==> src/rtl/des_sbox_sequencer_pkg.sv <==
// Shared constants, types and S-box contents for the DES S-layer sequencer.
// Optional build macro used by this slice: DES_SBOX_DUAL_LOOKUP_EN.
package des_sbox_pkg;

    localparam int NUM_SBOX = 8;
    localparam int CHUNK_W  = 6;
    localparam int NIB_W    = 4;

    typedef enum logic [1:0] {IDLE = 2'd0, RUN = 2'd1, DONE = 2'd2} state_e;

    typedef logic [2:0] sbox_idx_t;

    // Standard S1..S8 tables, row-major (row = outer bits, col = inner four bits).
    // S1 is the leftmost 256-bit group; within a group entry 0 is the top nibble.
    localparam logic [0:NUM_SBOX-1][0:63][NIB_W-1:0] SBOX_ROM = {
        256'hE4D12FB83A6C59070F74E2D1A6CB953841E8D62BFC973A50FC8249175B3EA06D,
        256'hF18E6B34972DC05A3D47F28EC01A69B50E7BA4D158C6932FD8A13F42B67C05E9,
        256'hA09E63F51DC7B428D709346A285ECBF1D6498F30B12C5AE71AD069874FE3B52C,
        256'h7DE3069A1285BC4FD8B56F03472C1AE9A690CB7DF13E52843F06A1D8945BC72E,
        256'h2C417AB6853FD0E9EB2C47D150FA3986421BAD78F9C5630EB8C71E2D6F09A453,
        256'hC1AF92680D34E75BAF427C9561DE0B389EF528C3704A1DB6432C95FABE17608D,
        256'h4B2EF08D3C975A61D0B7491AE35C2F8614BDC37EAF6805926BD814A7950FE23C,
        256'hD2846FB1A93E50C71FD8A374C56B0E927B419CE206ADF35821E74A8DFC90356B
    };

    // Chunk k of a DES-ordered 48-bit word (bit 1 = MSB).
    function automatic logic [1:CHUNK_W] chunk_of(input logic [1:NUM_SBOX*CHUNK_W] w,
                                                  input sbox_idx_t k);
        return w[int'(k)*CHUNK_W+1 +: CHUNK_W];
    endfunction

endpackage

==> src/rtl/des_sbox_sequencer_bank.sv <==
// S-box tables and the selectable bank that fronts them.
// des_sbox_table folds the linear 6-bit index into row/column internally.
module des_sbox_table
    import des_sbox_pkg::*;
#(
    parameter int SBOX_ID = 0
) (
    input  logic [1:CHUNK_W] chunk,
    output logic [1:NIB_W]   nibble
);
    logic [5:0] entry;

    // Row is the outer bit pair, column the middle four bits.
    assign entry  = {chunk[1], chunk[6], chunk[2:5]};
    assign nibble = SBOX_ROM[SBOX_ID][entry];
endmodule

// One lookup per cycle: all eight tables see the chunk, sel picks the result.
module des_sbox_bank
    import des_sbox_pkg::*;
(
    input  sbox_idx_t        sel,
    input  logic [1:CHUNK_W] chunk,
    output logic [1:NIB_W]   nibble
);
    logic [NUM_SBOX-1:0][NIB_W-1:0] nibs;

    for (genvar s = 0; s < NUM_SBOX; s++) begin : g_tbl
        des_sbox_table #(.SBOX_ID(s)) u_tbl (
            .chunk  (chunk),
            .nibble (nibs[s])
        );
    end

    assign nibble = nibs[sel];
endmodule

==> src/rtl/des_sbox_sequencer.sv <==
// Time-multiplexed DES S-layer: latches a 48-bit word, walks S1..S8 one
// chunk per cycle (two with DES_SBOX_DUAL_LOOKUP_EN) and presents the
// 32-bit result on a valid/ready port.
module des_sbox_sequencer
    import des_sbox_pkg::*;
#(
    parameter bit CLEAR_ON_IDLE = 1'b1
) (
    input  logic        clk,
    input  logic        rst_n,
    input  logic        in_valid,
    output logic        in_ready,
    input  logic [1:48] in_data,
    output logic        out_valid,
    input  logic        out_ready,
    output logic [1:32] out_data,
    output logic        busy
);
    localparam logic [1:0] S_IDLE = 2'(IDLE);
    localparam logic [1:0] S_RUN  = 2'(RUN);
    localparam logic [1:0] S_DONE = 2'(DONE);

`ifdef DES_SBOX_DUAL_LOOKUP_EN
    localparam sbox_idx_t IDX_STEP = 3'd2;
    localparam sbox_idx_t LAST_IDX = 3'd6;
`else
    localparam sbox_idx_t IDX_STEP = 3'd1;
    localparam sbox_idx_t LAST_IDX = 3'd7;
`endif

    logic [1:0]   state;
    sbox_idx_t    idx;
    logic [1:48]  lat;
    logic [1:6]   chunk0;
    logic [1:4]   nib0;

    assign chunk0 = chunk_of(lat, idx);

    des_sbox_bank u_bank0 (
        .sel    (idx),
        .chunk  (chunk0),
        .nibble (nib0)
    );

`ifdef DES_SBOX_DUAL_LOOKUP_EN
    sbox_idx_t    idx1;
    logic [1:6]   chunk1;
    logic [1:4]   nib1;

    // idx is always even here, so idx+1 never wraps.
    assign idx1   = idx + 3'd1;
    assign chunk1 = chunk_of(lat, idx1);

    des_sbox_bank u_bank1 (
        .sel    (idx1),
        .chunk  (chunk1),
        .nibble (nib1)
    );
`endif

    assign in_ready = (state == S_IDLE);
    assign busy     = (state != S_IDLE);

    // Control FSM plus result assembly; out_data only changes in RUN or on release.
    always_ff @(posedge clk or negedge rst_n) begin
        if (!rst_n) begin
            state     <= S_IDLE;
            idx       <= '0;
            lat       <= '0;
            out_data  <= '0;
            out_valid <= 1'b0;
        end else begin
            case (state)
                S_IDLE: begin
                    if (in_valid) begin
                        lat   <= in_data;
                        idx   <= '0;
                        state <= S_RUN;
                    end
                end
                S_RUN: begin
                    out_data[int'(idx)*NIB_W+1 +: NIB_W] <= nib0;
`ifdef DES_SBOX_DUAL_LOOKUP_EN
                    out_data[int'(idx1)*NIB_W+1 +: NIB_W] <= nib1;
`endif
                    idx <= idx + IDX_STEP;
                    if (idx == LAST_IDX) begin
                        out_valid <= 1'b1;
                        state     <= S_DONE;
                    end
                end
                S_DONE: begin
                    if (out_ready) begin
                        out_valid <= 1'b0;
                        state     <= S_IDLE;
                        if (CLEAR_ON_IDLE) out_data <= '0;
                    end
                end
                default: state <= S_IDLE;
            endcase
        end
    end
endmodule
==> config.mk <==
export PLATFORM = sky130hd
export DESIGN_NAME = des_sbox_sequencer
export DESIGN_NICKNAME = d
export VERILOG_FILES = /design/src/rtl/des_sbox_sequencer_pkg.sv /design/src/rtl/des_sbox_sequencer_bank.sv /design/src/rtl/des_sbox_sequencer.sv
export SDC_FILE = /design/constraint.sdc
export NUM_CORES = 1
export LEC_CHECK = 0
export CORE_MARGIN = 2
export CORE_UTILIZATION = 45
export DETAILED_ROUTE_END_ITERATION = 10
export PLACE_DENSITY_LB_ADDON = 0.3
export SYNTH_ARGS = -nofsm -noshare
export SYNTH_HDL_FRONTEND = slang
export SYNTH_SLANG_ARGS = --single-unit
==> constraint.sdc <==
create_clock -name clk -period 12.6 [get_ports clk]
set_clock_uncertainty 0.2 [all_clocks]
set_input_delay 2.52 -clock clk [delete_from_list [all_inputs] [get_ports clk]]
set_output_delay 2.52 -clock clk [all_outputs]
set_load 0.03 [all_outputs]
[After elaboration in Yosys (flattened, before gate mapping)]
Memories as Yosys holds them, arrays and structs flattened.
Index checks and enable logic that the tools add are counted.
Storage, ports and cells
  register bits after elaboration: 86
  latch bits: 0
  RAM bits: 0
  memory bits (read-only): 2048
  bits of input ports: 52
  output and inout port bits: 35
  word-level logic and storage cells: 71
  memories: 8
Memories
  (no name shown): words 64, width 4, rd ports 1, clocked after memory_dff 0, wr ports 0, RTL line des_sbox_sequencer_bank.sv:15  | assign nibble = SBOX_ROM[SBOX_ID][entry];
  (no name shown): words 64, width 4, rd ports 1, clocked after memory_dff 0, wr ports 0, RTL line des_sbox_sequencer_bank.sv:15
  (no name shown): words 64, width 4, rd ports 1, clocked after memory_dff 0, wr ports 0, RTL line des_sbox_sequencer_bank.sv:15
  (no name shown): words 64, width 4, rd ports 1, clocked after memory_dff 0, wr ports 0, RTL line des_sbox_sequencer_bank.sv:15
  (no name shown): words 64, width 4, rd ports 1, clocked after memory_dff 0, wr ports 0, RTL line des_sbox_sequencer_bank.sv:15
  (no name shown): words 64, width 4, rd ports 1, clocked after memory_dff 0, wr ports 0, RTL line des_sbox_sequencer_bank.sv:15
  +2 memories
Operators by class
  add/sub/neg operators: 4
  multipliers: 1
  div/mod/pow operators: 0
  order comparisons: 2
  equal/unequal tests: 6
  shift operators: 3
  muxes and demuxes: 30
  bitwise gates (word level): 3
  reduce and logical (&&, ||, !) cells: 9
Operators by type and width (count)
  4-bit two-way mux: 17
  32-bit one-hot mux with 2 select lines: 1
  48-bit by 32-bit variable part select with 50-bit output: 1
  34-bit by 33-bit variable shift with 32-bit output, first input constant: 1
  34-bit by 33-bit variable part select with 32-bit output: 1
  32-bit negation with 33-bit output: 1
  32-bit bitwise mux: 1
  32-bit two-way mux: 1
  6-bit NOT with 32-bit output: 1
  7-bit NOT with 32-bit output: 1
  4-bit binary-select mux with 3-bit select: 1
  6-bit by 1-bit adder with 7-bit output, second input constant: 1
  7-bit >= comparator, second input constant: 1
  6-bit NOT with 7-bit output: 1
  5-bit by 1-bit adder with 6-bit output, second input constant: 1
  2-bit two-way mux: 3
  2-bit != test, second input constant: 3
  2-bit one-hot mux with 3 select lines: 1
  3-bit one-hot mux with 2 select lines: 1
  2-bit AND reduction: 3
  3-bit AND reduction: 2
  2-bit nonzero test: 3
  3-bit by 2-bit multiplier with 5-bit output, second input constant: 1
  3-bit by 4-bit less-than comparator with 1-bit output, second input constant: 1
  other kinds (8): 9

[Depth between registers and ports, before layout]
  depth in word-level cells: 13
  depth in mapped cells: 23
  mapped depth without buffers: 15

[Modules after synthesis]
From an unflattened synthesis, not the netlist that was laid out.
Second synthesis, totals
  cells, all modules: 1035
  area total of the unflattened synthesis: 10118.5 um^2
Modules (own cells, without submodules)
  des_sbox_sequencer: instances 1, cells an instance 346, area an instance 4740.8 um^2, sequential area each 2152.1 um^2
  des_sbox_table (u_bank0.g_tbl[7].u_tbl): instances 1, cells an instance 94, area an instance 699.4 um^2, sequential area each 0.0 um^2
  des_sbox_table (u_bank0.g_tbl[0].u_tbl): instances 1, cells an instance 98, area an instance 691.9 um^2, sequential area each 0.0 um^2
  des_sbox_table (u_bank0.g_tbl[4].u_tbl): instances 1, cells an instance 84, area an instance 666.9 um^2, sequential area each 0.0 um^2
  des_sbox_table (u_bank0.g_tbl[5].u_tbl): instances 1, cells an instance 91, area an instance 653.1 um^2, sequential area each 0.0 um^2
  des_sbox_table (u_bank0.g_tbl[6].u_tbl): instances 1, cells an instance 82, area an instance 624.3 um^2, sequential area each 0.0 um^2
  des_sbox_table (u_bank0.g_tbl[1].u_tbl): instances 1, cells an instance 78, area an instance 623.1 um^2, sequential area each 0.0 um^2
  des_sbox_table (u_bank0.g_tbl[3].u_tbl): instances 1, cells an instance 77, area an instance 585.6 um^2, sequential area each 0.0 um^2
  des_sbox_table (u_bank0.g_tbl[2].u_tbl): instances 1, cells an instance 71, area an instance 563.0 um^2, sequential area each 0.0 um^2
  des_sbox_bank: instances 1, cells an instance 14, area an instance 270.3 um^2, sequential area each 0.0 um^2

[Worst setup path after synthesis]
Ideal clock, no wire load.
  kind: register to register
  start: register idx[0]
  end: register out_data[6] (netlist name)
  library setup time: 0.077 ns
  data arrival time: 5.149 ns
  data required time: 12.323 ns
  path slack: 7.174 ns
  cell stages (with the launch flop): 23
  path buffers: 10
  period minus slack after synthesis: 5.426 ns
  path through: dfrtp_1 > buf_6 > buf_4 > buf_2 > clkinv_1 > ha_1 > buf_2 > buf_4 > mux2_2 > o22ai_1 > nor3_1 > or3_1 > buf_2 > buf_2 > ha_1 > clkbuf_1 > clkbuf_1 > clkbuf_1 > a21oi_1 > a221o_1 > a221oi_1 > nor2_1 > o21ai_1
Between the ends
  word-level cells in the longest chain between the ends: 13
  elaborated cells on any way between the ends: 38
  classes of those cells: add/sub (3); mul (1); shift (3); mux (20); bitwise (3); memory (8)
RTL lines
  start, declared: RTL line des_sbox_sequencer.sv:32  | sbox_idx_t idx;
  start signal, assigned: RTL line des_sbox_sequencer.sv:86  | idx <= idx + IDX_STEP;
  3-bit by 2-bit multiplier with 5-bit output: RTL line des_sbox_sequencer_pkg.sv:29  | return w[int'(k)*CHUNK_W+1 +: CHUNK_W];
  6-bit by 1-bit adder with 7-bit output: RTL line des_sbox_sequencer_pkg.sv:29
  7-bit NOT with 32-bit output (implied by the code): RTL line des_sbox_sequencer_pkg.sv:29
  48-bit by 32-bit variable part select with 50-bit output: RTL line des_sbox_sequencer_pkg.sv:29
  6-bit NOT with 7-bit output (implied by the code): RTL line des_sbox_sequencer_bank.sv:15
  memory read 64 x 4 bit
  4-bit two-way mux (implied by the code) (2 in a row): RTL line des_sbox_sequencer_bank.sv:15
  4-bit binary-select mux with 3-bit select: RTL line des_sbox_sequencer_bank.sv:35  | assign nibble = nibs[sel];
  4-bit two-way mux (implied by the code): RTL line des_sbox_sequencer_bank.sv:35
  34-bit by 33-bit variable part select with 32-bit output: RTL line des_sbox_sequencer.sv:82  | out_data[int'(idx)*NIB_W+1 +: NIB_W] <= nib0;
  32-bit bitwise mux *: RTL line des_sbox_sequencer.sv:82
  32-bit one-hot mux with 2 select lines *: RTL line des_sbox_sequencer.sv:73  | case (state)
  end signal, assigned by index: RTL line des_sbox_sequencer.sv:82
  end, declared: RTL line des_sbox_sequencer.sv:16  | output logic [1:32] out_data,
Mark *: on every way between the ends. The rest lies on a longest branch, timed or not. The select of a mux whose other input is x is not followed.
A chain may end at the register's enable or synchronous reset.

[Worst setup path after layout]
  start: register idx[0]
  end: register out_data[29] (netlist name)
The elaborated chain is that of the path after synthesis.

==> reports/qor.txt <==
result of the run: finished, final reports clean
share of post-route cells with drive strength above 1: 13.95%
number of resized instances in the post-cts repair step: 0
Critical-path top delay cell: sky130_fd_sc_hd__fa_1
max-cap viol count: 0
starting utilization of the core area: 46.35%
filler instances: 1,550
DRC violations left: 0
stage delay of the slowest cell on the critical path: 0.80 ns
Remaining Overflow, GRT: 0
Worst Path Arrival: 7.18 ns
Final period util: 56.91%
final count of hold timing violations: 0
worst-case hold slack: 0.2792 ns
Top cell by count, worst path: sky130_fd_sc_hd__buf_4
chip width: 135.2 um
Mapped Area: 7741 sq um
total of buffers placed on input and output ports: 86
proportion of register bits with asynchronous set or reset after synthesis: 100.0%
Worst Path Required: 12.61 ns
register bit total from synthesis: 86
Tot GR Track Use: 31.35%
Cell variety after synth: 79
Peak Freq: 139.5 MHz
wire length of the first global-routing pass: 44.14 mm
number of global-route vias before repair: 7,485
Detailed Routing Iterations Pass 1: 7
kind of cell with the highest combined delay on the critical path: compound AO/OA/AOI/OAI gates
number of instances in the synthesized netlist: 901
number of synthesized flops with an enable pin: 0
non-filler instance count after layout: 1,152
chain of cells forming the critical path: buf_4 -> ha_1 -> fa_1 -> nor2b_1 -> a22oi_1 -> a32oi_2 -> nand2_2 -> buf_4 -> inv_2 -> buf_4 -> ha_1 -> nor2_1 -> a21oi_1 -> a2111oi_0 -> o31ai_1 -> a211oi_2 -> o21ai_1
startpoint-to-endpoint class of the critical path: reg2reg
Slew Viols, Final: 0
# diodes: 0
most instantiated flip-flop cell in the synthesis netlist: sky130_fd_sc_hd__dfrtp_1
RSZ-0062 raised after global routing: false
clock-pin slew on the worst setup and hold paths: 0.07 ns
slew at the pin closest to its max-slew limit: 1.068 ns
clock buffer count from CTS: 9
post-placement cell count: 1,137
Buf+Inv Stages, Crit Path: 4
Clock Sink Count: 86
Hold Buf Count CTS: 0
type of the most critical hold path: reg2reg
growth of design area from synthesis to finish: 14.30%
Root Driver: sky130_fd_sc_hd__clkbuf_16
standard-cell row count: 47
largest fanout on the critical path: 61
pin count of the biggest net entering global routing: 72
area share of the leading cell type in the synthesized netlist: 27.80%
Synthesized Nets: 970
buffers inserted by post-CTS timing repair: 0
headroom to the max-slew limit: 28.82%
synth top area cells: sky130_fd_sc_hd__dfrtp_1, sky130_fd_sc_hd__mux2_2, sky130_fd_sc_hd__mux2i_1
portion of the post-synthesis area used by sequential elements: 27.80%
core area: 16,700 sq um
H-tree depth: 3
synth cell count leaders: sky130_fd_sc_hd__nand2_1, sky130_fd_sc_hd__dfrtp_1, sky130_fd_sc_hd__nor2_1, sky130_fd_sc_hd__mux2_2, sky130_fd_sc_hd__o21ai_0
fin crit period: 7.170 ns
mean area per synthesized cell: 8.592 sq um
die span in y: 135.2 um
via count: 7,870
endpoint class of the critical path: register
floorplan die area: 18,270 sq um
setup_tns: 0 ns
number of primary I/O pins: 87
Max Root-Sink Buffers: 2
TritonCTS clock tree: built
Vias/cell: 6.832
final setup fails: 0
Synth Warn #: 0
routability-driven placement congestion ratio: 1.053
number of design-rule violations left by the first detailed-router iteration: 1,383
post-synth top area cell: sky130_fd_sc_hd__dfrtp_1
Setup Slack @ Placement: 5.580 ns
detailed placer's ending HPWL: 20.47 mm
antenna violations before repair: 1
kind of start point of the critical path: register
number of nets still failing antenna checks after routing: 0
routed wire length: 28.23 mm
WL per Instance: 24.50 um
clock insertion delay at the later pin of the skew report: 0.34 ns
# nets final: 997
min setup slack post-route: 5.430 ns
most instantiated library cell after synthesis: sky130_fd_sc_hd__nand2_1
-- worst reg2reg max path: stages (launching register included) --
cell	delay (ns)
sky130_fd_sc_hd__dfrtp_2	0.72
sky130_fd_sc_hd__buf_4	0.49
sky130_fd_sc_hd__ha_1	0.29
sky130_fd_sc_hd__fa_1	0.80
sky130_fd_sc_hd__nor2b_1	0.50
sky130_fd_sc_hd__a22oi_1	0.19
sky130_fd_sc_hd__a32oi_2	0.44
sky130_fd_sc_hd__nand2_2	0.08
sky130_fd_sc_hd__buf_4	0.34
sky130_fd_sc_hd__inv_2	0.39
sky130_fd_sc_hd__buf_4	0.55
sky130_fd_sc_hd__ha_1	0.44
sky130_fd_sc_hd__nor2_1	0.24
sky130_fd_sc_hd__a21oi_1	0.09
sky130_fd_sc_hd__a2111oi_0	0.52
sky130_fd_sc_hd__o31ai_1	0.16
sky130_fd_sc_hd__a211oi_2	0.45
sky130_fd_sc_hd__o21ai_1	0.14
-- logic make-up (layout without fill, tap and decap cells) --
family          count (synthesis)  count (layout)  share of synthesized area (%)
buf+inv                       101             132                          6.417
fa+ha+maj                      17              17                          2.845
simple gates                  268             268                          16.10
flops                          86              86                          27.80
xor+xnor                        9               9                          1.018
compound gates                298             298                          26.10
mux                           122             122                          19.72
-- flip-flops by register name, indices dropped and copies added (netlist names) --
name / cells
lat: 48
out_data: 32
idx: 3
state: 2
out_valid: 1
-- layout make-up --
cell class | instances | area, sq um | area share, %
well taps | 220 | 275.3 | 3.111
repair buffers | 99 | 955.9 | 10.80
clock inverters | 6 | 70.07 | 0.7919
multi-input cells | 714 | 5101 | 57.65
flip-flops and latches | 86 | 2153 | 24.34
clock buffers | 9 | 225.2 | 2.545
inverters | 18 | 67.56 | 0.7636
-- cells in the final DEF, fill, tap and decap left out, types with 18 or more instances in the layout --
cell type / n
sky130_fd_sc_hd__o211ai_1: 33
sky130_fd_sc_hd__o22ai_1: 18
sky130_fd_sc_hd__o21ai_0: 61
sky130_fd_sc_hd__clkdlybuf4s50_1: 85
sky130_fd_sc_hd__mux2_2: 65
sky130_fd_sc_hd__nor2_1: 71
sky130_fd_sc_hd__a21oi_1: 52
sky130_fd_sc_hd__dfrtp_1: 85
sky130_fd_sc_hd__nand2_1: 101
sky130_fd_sc_hd__mux2i_1: 40
-- final timing paths --
path                                                from  slack [ns]                  endpoint  cells past startpoint
worst max-delay path                  idx[0]$_DFFE_PN0P_        5.43  out_data[29]$_DFFE_PN0P_                     17
worst min-delay path            out_data[24]$_DFFE_PN0P_        0.28  out_data[24]$_DFFE_PN0P_                      1
worst max register to register        idx[0]$_DFFE_PN0P_        5.43  out_data[29]$_DFFE_PN0P_                     17
worst min register to register  out_data[24]$_DFFE_PN0P_        0.28  out_data[24]$_DFFE_PN0P_                      1
max in group asynchronous                          rst_n        9.18        idx[0]$_DFFE_PN0P_                      2
min in group asynchronous                          rst_n        1.83  out_data[17]$_DFFE_PN0P_                      1
-- layer usage --
| metal | vias to the layer above | track usage, % | share of wire, % |
|---|---|---|---|
| met5 | - | 0 | 0.043 |
| met4 | 2 | 17.59 | 6.0 |
| met3 | 108 | 7.108 | 9.9 |
| met2 | 546 | 46.95 | 44 |
| met1 | 3750 | 41.92 | 40 |
| li1 | 3464 | - | - |
-- per-stage QoR --
step / util, % / area, sq um
after global routing: 52.98 / 8848
after global placement: 51.21 / 8553
final: 52.98 / 8848
after CTS: 52.98 / 8848
after detailed placement: 51.21 / 8553
after floorplan: - / 7741
Power is not shown: default switching activity piles up to over one toggle a cycle in this logic, so the estimate is an artifact.
